### src/rtl/manchester_uart_rx.sv
`default_nettype none
// ============================================================================
// manchester_uart_rx : oversampling Manchester serial receiver, valid/ready out
// Rev 1.0
// ============================================================================
module manchester_uart_rx #(
  parameter int DATA_BITS = 8,
  parameter int STOP_BITS = 2,
  parameter int BAUDRATE  = 115200,
  parameter int CLK_FREQ  = 18_750_000
) (
  input  logic                 clk,
  input  logic                 reset,
  input  logic                 rx,
  output logic [DATA_BITS-1:0] rx_data,
  output logic                 rx_valid,
  input  logic                 rx_ready,
  output logic                 rx_code_err,
  output logic                 rx_frame_err,
  output logic                 rx_overrun
);
  localparam int FULLBAUD    = CLK_FREQ / BAUDRATE;
  localparam int HALFBAUD    = FULLBAUD / 2;
  localparam int HUNT_THRESH = HALFBAUD + HALFBAUD / 2;
  localparam int LAST_DATA   = 2 * DATA_BITS;
  localparam int LAST_SAMPLE = 2 * (DATA_BITS + STOP_BITS);
  localparam int TGT_MAX     = HALFBAUD / 2 + (LAST_SAMPLE + 1) * HALFBAUD;
  localparam int CW          = $clog2(TGT_MAX + 1);
  localparam int HW          = $clog2(HUNT_THRESH + 1);
  localparam int SW          = $clog2(LAST_SAMPLE + 1);

  localparam logic [CW-1:0] C_FIRST_TGT   = CW'(HALFBAUD / 2);
  localparam logic [CW-1:0] C_HALF        = CW'(HALFBAUD);
  localparam logic [HW-1:0] C_HUNT        = HW'(HUNT_THRESH);
  localparam logic [SW-1:0] C_LAST_DATA   = SW'(LAST_DATA);
  localparam logic [SW-1:0] C_LAST_SAMPLE = SW'(LAST_SAMPLE);

  typedef enum logic [1:0] {
    S_HUNT = 2'd0,
    S_RECV = 2'd1,
    S_DONE = 2'd2
  } state_t;

  state_t                 state_q, state_d;
  logic                   sync_q, rxs_q;
  logic [HW-1:0]          hunt_q, hunt_d;
  logic [CW-1:0]          clk_cnt_q, clk_cnt_d;
  logic [CW-1:0]          tgt_q, tgt_d;
  logic [SW-1:0]          samp_q, samp_d;
  logic                   first_q, first_d;
  logic [DATA_BITS-1:0]   shift_q, shift_d;
  logic [DATA_BITS-1:0]   data_q, data_d;
  logic                   valid_q, valid_d;
  logic                   code_err_q, code_err_d;
  logic                   frame_err_q, frame_err_d;
  logic                   overrun_q, overrun_d;

  always_ff @(posedge clk or posedge reset) begin
    if (reset) begin
      sync_q      <= 1'b0;
      rxs_q       <= 1'b0;
      state_q     <= S_HUNT;
      hunt_q      <= '0;
      clk_cnt_q   <= '0;
      tgt_q       <= '0;
      samp_q      <= '0;
      first_q     <= 1'b0;
      shift_q     <= '0;
      data_q      <= '0;
      valid_q     <= 1'b0;
      code_err_q  <= 1'b0;
      frame_err_q <= 1'b0;
      overrun_q   <= 1'b0;
    end else begin
      sync_q      <= rx;
      rxs_q       <= sync_q;
      state_q     <= state_d;
      hunt_q      <= hunt_d;
      clk_cnt_q   <= clk_cnt_d;
      tgt_q       <= tgt_d;
      samp_q      <= samp_d;
      first_q     <= first_d;
      shift_q     <= shift_d;
      data_q      <= data_d;
      valid_q     <= valid_d;
      code_err_q  <= code_err_d;
      frame_err_q <= frame_err_d;
      overrun_q   <= overrun_d;
    end
  end

  always_comb begin
    state_d     = state_q;
    hunt_d      = hunt_q;
    clk_cnt_d   = clk_cnt_q;
    tgt_d       = tgt_q;
    samp_d      = samp_q;
    first_d     = first_q;
    shift_d     = shift_q;
    data_d      = data_q;
    valid_d     = valid_q;
    code_err_d  = 1'b0;
    frame_err_d = 1'b0;
    overrun_d   = 1'b0;

    if (valid_q && rx_ready) valid_d = 1'b0;

    case (state_q)
      S_HUNT: begin
        // A high run longer than any idle half-cell marks idle-high + start-high
        if (!rxs_q) begin
          hunt_d = '0;
          if (hunt_q == C_HUNT) begin
            state_d   = S_RECV;
            clk_cnt_d = '0;
            tgt_d     = C_FIRST_TGT;
            samp_d    = '0;
          end
        end else if (hunt_q != C_HUNT) begin
          hunt_d = hunt_q + HW'(1);
        end
      end

      S_RECV: begin
        clk_cnt_d = clk_cnt_q + CW'(1);
        if (clk_cnt_q == tgt_q) begin
          tgt_d   = tgt_q + C_HALF;
          samp_d  = samp_q + SW'(1);
          first_d = rxs_q;
          if (samp_q == '0) begin
            if (rxs_q) begin
              frame_err_d = 1'b1;
              state_d     = S_HUNT;
            end
          end else if (!samp_q[0]) begin
            // Even sample closes a pair; odd sample was stored in first_q
            if (samp_q <= C_LAST_DATA) begin
              if (first_q == rxs_q) begin
                code_err_d = 1'b1;
                state_d    = S_HUNT;
              end else begin
                shift_d = {shift_q[DATA_BITS-2:0], rxs_q};
              end
            end else if (first_q || !rxs_q) begin
              frame_err_d = 1'b1;
              state_d     = S_HUNT;
            end else if (samp_q == C_LAST_SAMPLE) begin
              state_d = S_DONE;
            end
          end
        end
      end

      S_DONE: begin
        state_d = S_HUNT;
        hunt_d  = '0;
        if (!valid_q || rx_ready) begin
          data_d  = shift_q;
          valid_d = 1'b1;
        end else begin
          overrun_d = 1'b1;
        end
      end

      default: state_d = S_HUNT;
    endcase
  end

  assign rx_data      = data_q;
  assign rx_valid     = valid_q;
  assign rx_code_err  = code_err_q;
  assign rx_frame_err = frame_err_q;
  assign rx_overrun   = overrun_q;

endmodule
`default_nettype wire
### config.mk
export PLATFORM = sky130hd
export DESIGN_NAME = manchester_uart_rx
export DESIGN_NICKNAME = d
export VERILOG_FILES = /design/src/rtl/manchester_uart_rx.sv
export SDC_FILE = /design/constraint.sdc
export NUM_CORES = 1
export LEC_CHECK = 0
export ABC_AREA = 0
export CAP_MARGIN = 5
export CORE_ASPECT_RATIO = 1.75
export CORE_UTILIZATION = 59
export DETAILED_ROUTE_END_ITERATION = 6
export GPL_TIMING_DRIVEN = 0
export HOLD_SLACK_MARGIN = 0.08
export PLACE_DENSITY_LB_ADDON = 0.25
export RECOVER_POWER = 100
export SKIP_CTS_REPAIR_TIMING = 1
export SKIP_LAST_GASP = 1
export SLEW_MARGIN = 20
export SYNTH_ARGS = -nofsm -noshare
export SYNTH_HDL_FRONTEND = slang
export SYNTH_SLANG_ARGS = --single-unit
### constraint.sdc
create_clock -name clk -period 2.8 [get_ports clk]
set_input_delay 0.56 -clock clk [delete_from_list [all_inputs] [get_ports clk]]
set_output_delay 0.56 -clock clk [all_outputs]
set_load 0.01 [all_outputs]
; Yosys cells after proc, flatten, opt, wreduce, memory -nomap -nowiden
; Index checks and enable logic that the tools add are counted.
[word_totals]
register_bits = 59
inputBits = 4
word_cells = 96
[classes]
add_sub_neg = 4
n_lt_le_gt_ge = 1
n_eq_ne = 15
muxes = 43
bitwise = 3
reduce_logical = 16
[op_table]
columns = operator, count
row1 = $mux 11, 5
row2 = $pmux 11 s2, 2
row3 = $mux 2, 10
row4 = $mux 1, 18
row5 = $mux 5, 3
row6 = $mux 7, 2
row7 = $pmux 7 s2, 1
row8 = $add 11x1->11 const B, 1
row9 = $add 11x7->11 const B, 1
row10 = $eq 11x11->1, 1
row11 = $pmux 5 s2, 1
row12 = $ne 3x3->1 const B, 3
row13 = $add 7x1->7 const B, 1
row14 = $eq 7x7->1 const B, 1
row15 = $ne 7x7->1 const B, 1
row16 = $reduce_and 7->1, 1
row17 = $ne 2x2->1 const B, 3
row18 = $reduce_and 2->1, 3
row19 = $reduce_and 6->1, 1
row20 = $add 5x1->5 const B, 1
row21 = $eq 5x5->1 const B, 1
row22 = $le 5x5->1 const B, 1
row23 = $logic_not 5->1, 1
row24 = $ne 5x5->1 const B, 1
row25 = 13 further kinds, 18

; Longest topological paths before layout
; Gate-level depths: netlist of run 1.
[depth]
depth_word = 8
ltp_mapped = 11
ltp_nobuf = 11

; Least setup slack after synthesis of run 1
; Ideal clock, no wire load.
[synth_timing]
path_kind = register to register
start = reg clk_cnt_q[5]
end = reg tgt_q[5]
setup_time_ns = 0.135
arrival_time_ns = 2.067
path_slack_ns = 0.598
path_stages_with_launch = 9
path_buffers = 3
period_less_slack_ns = 2.202
cell_sequence = dfrtp_1 > xor2_1 > or3_4 > or4_1 > buf_2 > buf_2 > clkbuf_1 > o21ai_0 > nand3_1
[synth_via]
elab_chain_cells = 3
[synth_lines]
columns = element, line
row1 = from (decl), 47  ; logic [CW-1:0] clk_cnt_q, clk_cnt_d;
row2 = from (signal assigned), 79  ; clk_cnt_q <= clk_cnt_d;
row3 = $eq 11x11->1, 126  ; if (clk_cnt_q == tgt_q) begin
row4 = $ne 2x2->1 (no line), n/a
row5 = $reduce_and 4->1 (no line), n/a
row6 = to (signal assigned), 80  ; tgt_q <= tgt_d;
row7 = to (decl), 48  ; logic [CW-1:0] tgt_q, tgt_d;
; No other way between the ends.
; A chain may end at the register's enable or synchronous reset.

; Worst setup path in the final report of run 1
[layout_timing]
start = reg clk_cnt_q[5]
end = reg samp_q[3]
[layout_via]
elab_chain_cells = 3
[layout_lines]
columns = element, line
row1 = $eq 11x11->1, 126
row2 = $ne 2x2->1 (no line), n/a
row3 = $reduce_and 4->1 (no line), n/a
row4 = to (signal assigned), 81  ; samp_q <= samp_d;
row5 = to (decl), 49  ; logic [SW-1:0] samp_q, samp_d;
; No other way between the ends.

==> results.md, run 1 <==
* Number of warnings printed during yosys synthesis at 0
* Fraction of synthesized cell area in xor and xnor cells at ~3.9%
* Max-slew violation count at 0
* Core area at 4750 µm²
* Pin count of the biggest net entering global routing at 60
* CTS tree: built
* Cell breakdown of the critical path: xor2_1, or3_4, or4_1, clkbuf_2, clkbuf_1, clkbuf_1, o21ai_0, a21oi_1
* Number of hold violations in the final report at 0
* Via count of the first global-routing pass at about 2300
* Setup repair after global routing missed its margin: no
* Part of the Yosys area used for sequential elements at between 50 and 60%
* Synth cell count leaders: 59 x dfrtp_1, 37 x o21ai_0, 31 x nand2_1
* Total congestion overflow after global routing at 0
* Kind of critical path: flip-flop to flip-flop
* Tightest slew margin relative to the limit at approximately 18%
* Peak per-stage delay on the critical path at roughly 0.46 ns
* Net count of the finished layout at 336
* Power share of the sequential group at around 52%
* DRC errors left at 0
* Antenna violations before repair at 0
* CTS H-tree lvls at 3
* Power per standard cell area at around 490 nW/µm²
* Top-level port count at 16
* Max-capacitance violation count at 0
* Most frequently used flop master after synthesis: dfrtp_1
* Area share of the largest cell type after synthesis at around 50%
* Number of clock sinks seen by CTS at a little under 60
* Number of antenna-violating nets in the routed design at 0
* Async set-reset flop share out of synthesis at between 90% and 100%
* DR pass1 iterations at 5
* Post-route clock period utilization at between 90% and 100%
* Wire length of the first global-routing pass at between 10000 and 15000 µm
* Clock group share of total power at a little under half
* Largest family of logic cells by synthesized area: simple AND/OR/NAND/NOR gates
* Vias at between 2000 and 2500
* Fill cell total of the finished layout at ~350
* Setup crit start kind: flip-flop
* CP endpoint kind: flip-flop
* Initial core utilization at roughly three fifths
* Cell type with the largest total area after synthesis: dfrtp_1
* Slowest cell on the critical path: dfrtp_1
* Total CTS buffers at 9
* Crit path top cell by count: clkbuf_1
* Horizontal die dimension at approximately 55 µm
* Vias/cell at between 5 and 6
* Path category of the worst min-delay check: flip-flop to flip-flop
* Switching power as a share of total power at approximately 21%
* Die Height at between 90 and 100 µm
* Antenna diode count at 0
* Number of different library cells in the post-synthesis netlist at 39
* Required time of the critical path at between 2 and 3 ns
* Post-detailed-route wirelength per cell at 15.4 µm
* Arithmetic-cell share of the synthesized area counting full adders, half adders and majority gates at roughly 4.3%
* Number of nets in the synthesized netlist at 310
* Static power due to leakage at ~0.0015 µW
* Worst Tran Pin Value at 1.22 ns
* Layout overhead on the synthesized area at 13.9%
* Clock latency at the later pin of the worst-skew pair at 0.34 ns
* CTS root buf: clkbuf_8
* Mean area per synthesized cell at 9.90 µm²
* Share of the synthesized area in compound gates (AO/OA/AOI/OAI) at around 12%
* Minimum clock period at between 2 and 3 ns
* Endpoints failing setup at 0
* Post-synth design cell area at a little under 3000 µm²
* Mux share of post-synthesis cell area at 6.83%
* Full die area at between 5000 and 6000 µm²
* Sum of net half-perimeters after detailed placement at 4100 µm
* Cell with the most instances after synthesis: dfrtp_1
* Number of register bits inferred by synthesis at 59
* Sw power at around 350 µW
* GP Congestion at slightly above 0.8
* Global-route usage over all layers at around a quarter
* Share of synthesized cell area in and, or, nand and nor gates at 19.4%
* Site Rows at 33
* Result of the run: completed
* Internal power summed over all cells at ~1300 µW
* Achievable frequency at roughly 0.38 GHz
* Design Area, Final at 3340 µm²
* Post-route insts no fill at ~380
* Synthesized netlist cell count at around 300
* Comb power frac at under 10%
* Largest cells by area after synthesis: dfrtp_1 50%, o21ai_0 6.3%, mux2_2 6.1%
* Drt first-iter violations at between 80 and 90
* Count of buffers from port buffering at 15
* Count of flip-flops with a built-in enable after synthesis at 0
* Total Routed Length at between 5000 and 6000 µm
* Biggest fanout along the worst timing path at 10
* Post-DP Area at around 3100 µm²
* Share of final-layout standard cells stronger than drive strength 1 at 12.2%
* Arr. time, crit path at around 2.8 ns
* Deepest clock path buffer count at 2
* Final standard cell utilization of the core at 70.3%
* Total power after layout at 1650 µW
* Highest ir drop seen on vdd at about 700 µV
* Clock slew seen by the registers of the worst setup and hold paths at around 0.070 ns
* Number of instances in the placed design at ~360
* Clock skew at roughly 0.0075 ns
[stage by stage]
step	worst slack [ns]	hold slack [ns]	setup TNS, ns
CTS	0.206	0.368	0
global route	0.0119	0.371	0
global placement	-0.211	0.340	-12.20
finish	0.178	0.363	0
floorplan	0.598	0.331	0
detailed placement	0.227	0.345	0
[cells in the final DEF (no fill, tap or decap), types with 4 or more instances in the layout]
cell	n
or4_1	5
ha_1	10
nor3_1	4
a31oi_1	4
inv_1	11
dlygate4sd3_1	15
nand3_1	15
nand2b_1	5
clkbuf_1	10
xor2_1	4
a21oi_1	12
mux2_2	16
or3_1	6
and3_1	4
o21ai_0	37
nor2_1	19
nand2_1	31
nor2b_1	4
xnor2_1	9
clkbuf_8	10
dfrtp_1	59
[cell type report]
class	instances	area (µm²)	share of cell area (%)
plain buffers	11	43.8	1.31
clock buffers	11	141	4.23
clock inverters	5	52.6	1.57
inverters	12	45.0	1.35
multi-input cells	214	1370	40.9
flip-flops and latches	59	1480	44.2
well taps	52	65.1	1.95
repair buffers	15	150	4.50
[flip-flops by register name (all words and copies together) (netlist names)]
| signal | cells |
|---|---|
| clk_cnt_q | 11 |
| first_q | 1 |
| hunt_q | 7 |
| rx_code_err | 1 |
| rx_data | 8 |
| rx_frame_err | 1 |
| rx_overrun | 1 |
| rx_valid | 1 |
| rxs_q | 1 |
| samp_q | 5 |
| shift_q | 8 |
| state_q | 2 |
| sync_q | 1 |
| tgt_q | 11 |
[critical path: cells and delay by family, from the launching register on]
family,cells,cell delay [ns]
xor+xnor,1,0.19
buf+inv,3,0.68
flops,1,0.46
simple gates,2,0.82
compound gates,2,0.32
[worst paths after layout]
path,from,endpoint,slack (ns),cells after the start
min in group asynchronous,reset,hunt_q[4],1.00,2
max in group asynchronous,reset,tgt_q[2],1.05,2
min,sync_q,rxs_q,0.36,0
max,clk_cnt_q[5],samp_q[3],0.18,8
min reg2reg,sync_q,rxs_q,0.36,0
max reg2reg,clk_cnt_q[5],samp_q[3],0.18,8
[routing by layer]
metal / up-vias / GRT usage, % / routed length (µm)
met4: 0 / 11.9 / 97
met3: 10 / 6.51 / 190
met1: 1101 / 29.0 / 2370
met5: - / 0 / 0
met2: 40 / 43.9 / 3200
li1: 1103 / - / -
[logic make-up after synthesis]
| group | Yosys count |
|---|---|
| fa+ha+maj | 10 |
| simple gates | 109 |
| mux | 18 |
| buf+inv | 23 |
| flops | 59 |
| compound gates | 64 |
| xor+xnor | 13 |
[power by group through the flow]
stage | combinational [µW] | clock [µW] | sequential (µW)
2_1_floorplan | 24.2 | 0 | 877
3_3_place_gp | 34.5 | 0 | 878
3_5_place_dp | 35.9 | 0 | 878
4_1_cts | 36.2 | 769 | 863
5_1_grt | 40.8 | 809 | 863
6_report | 33.6 | 755 | 863
Note: power is estimated with default switching activity, not from simulation.
==> run 2, diff against run 1 <==
SKIP_CTS_REPAIR_TIMING = default   (was 1)
==> results of run 2 <==
The final DEF is identical to that of run 1; final timing and power are the same.
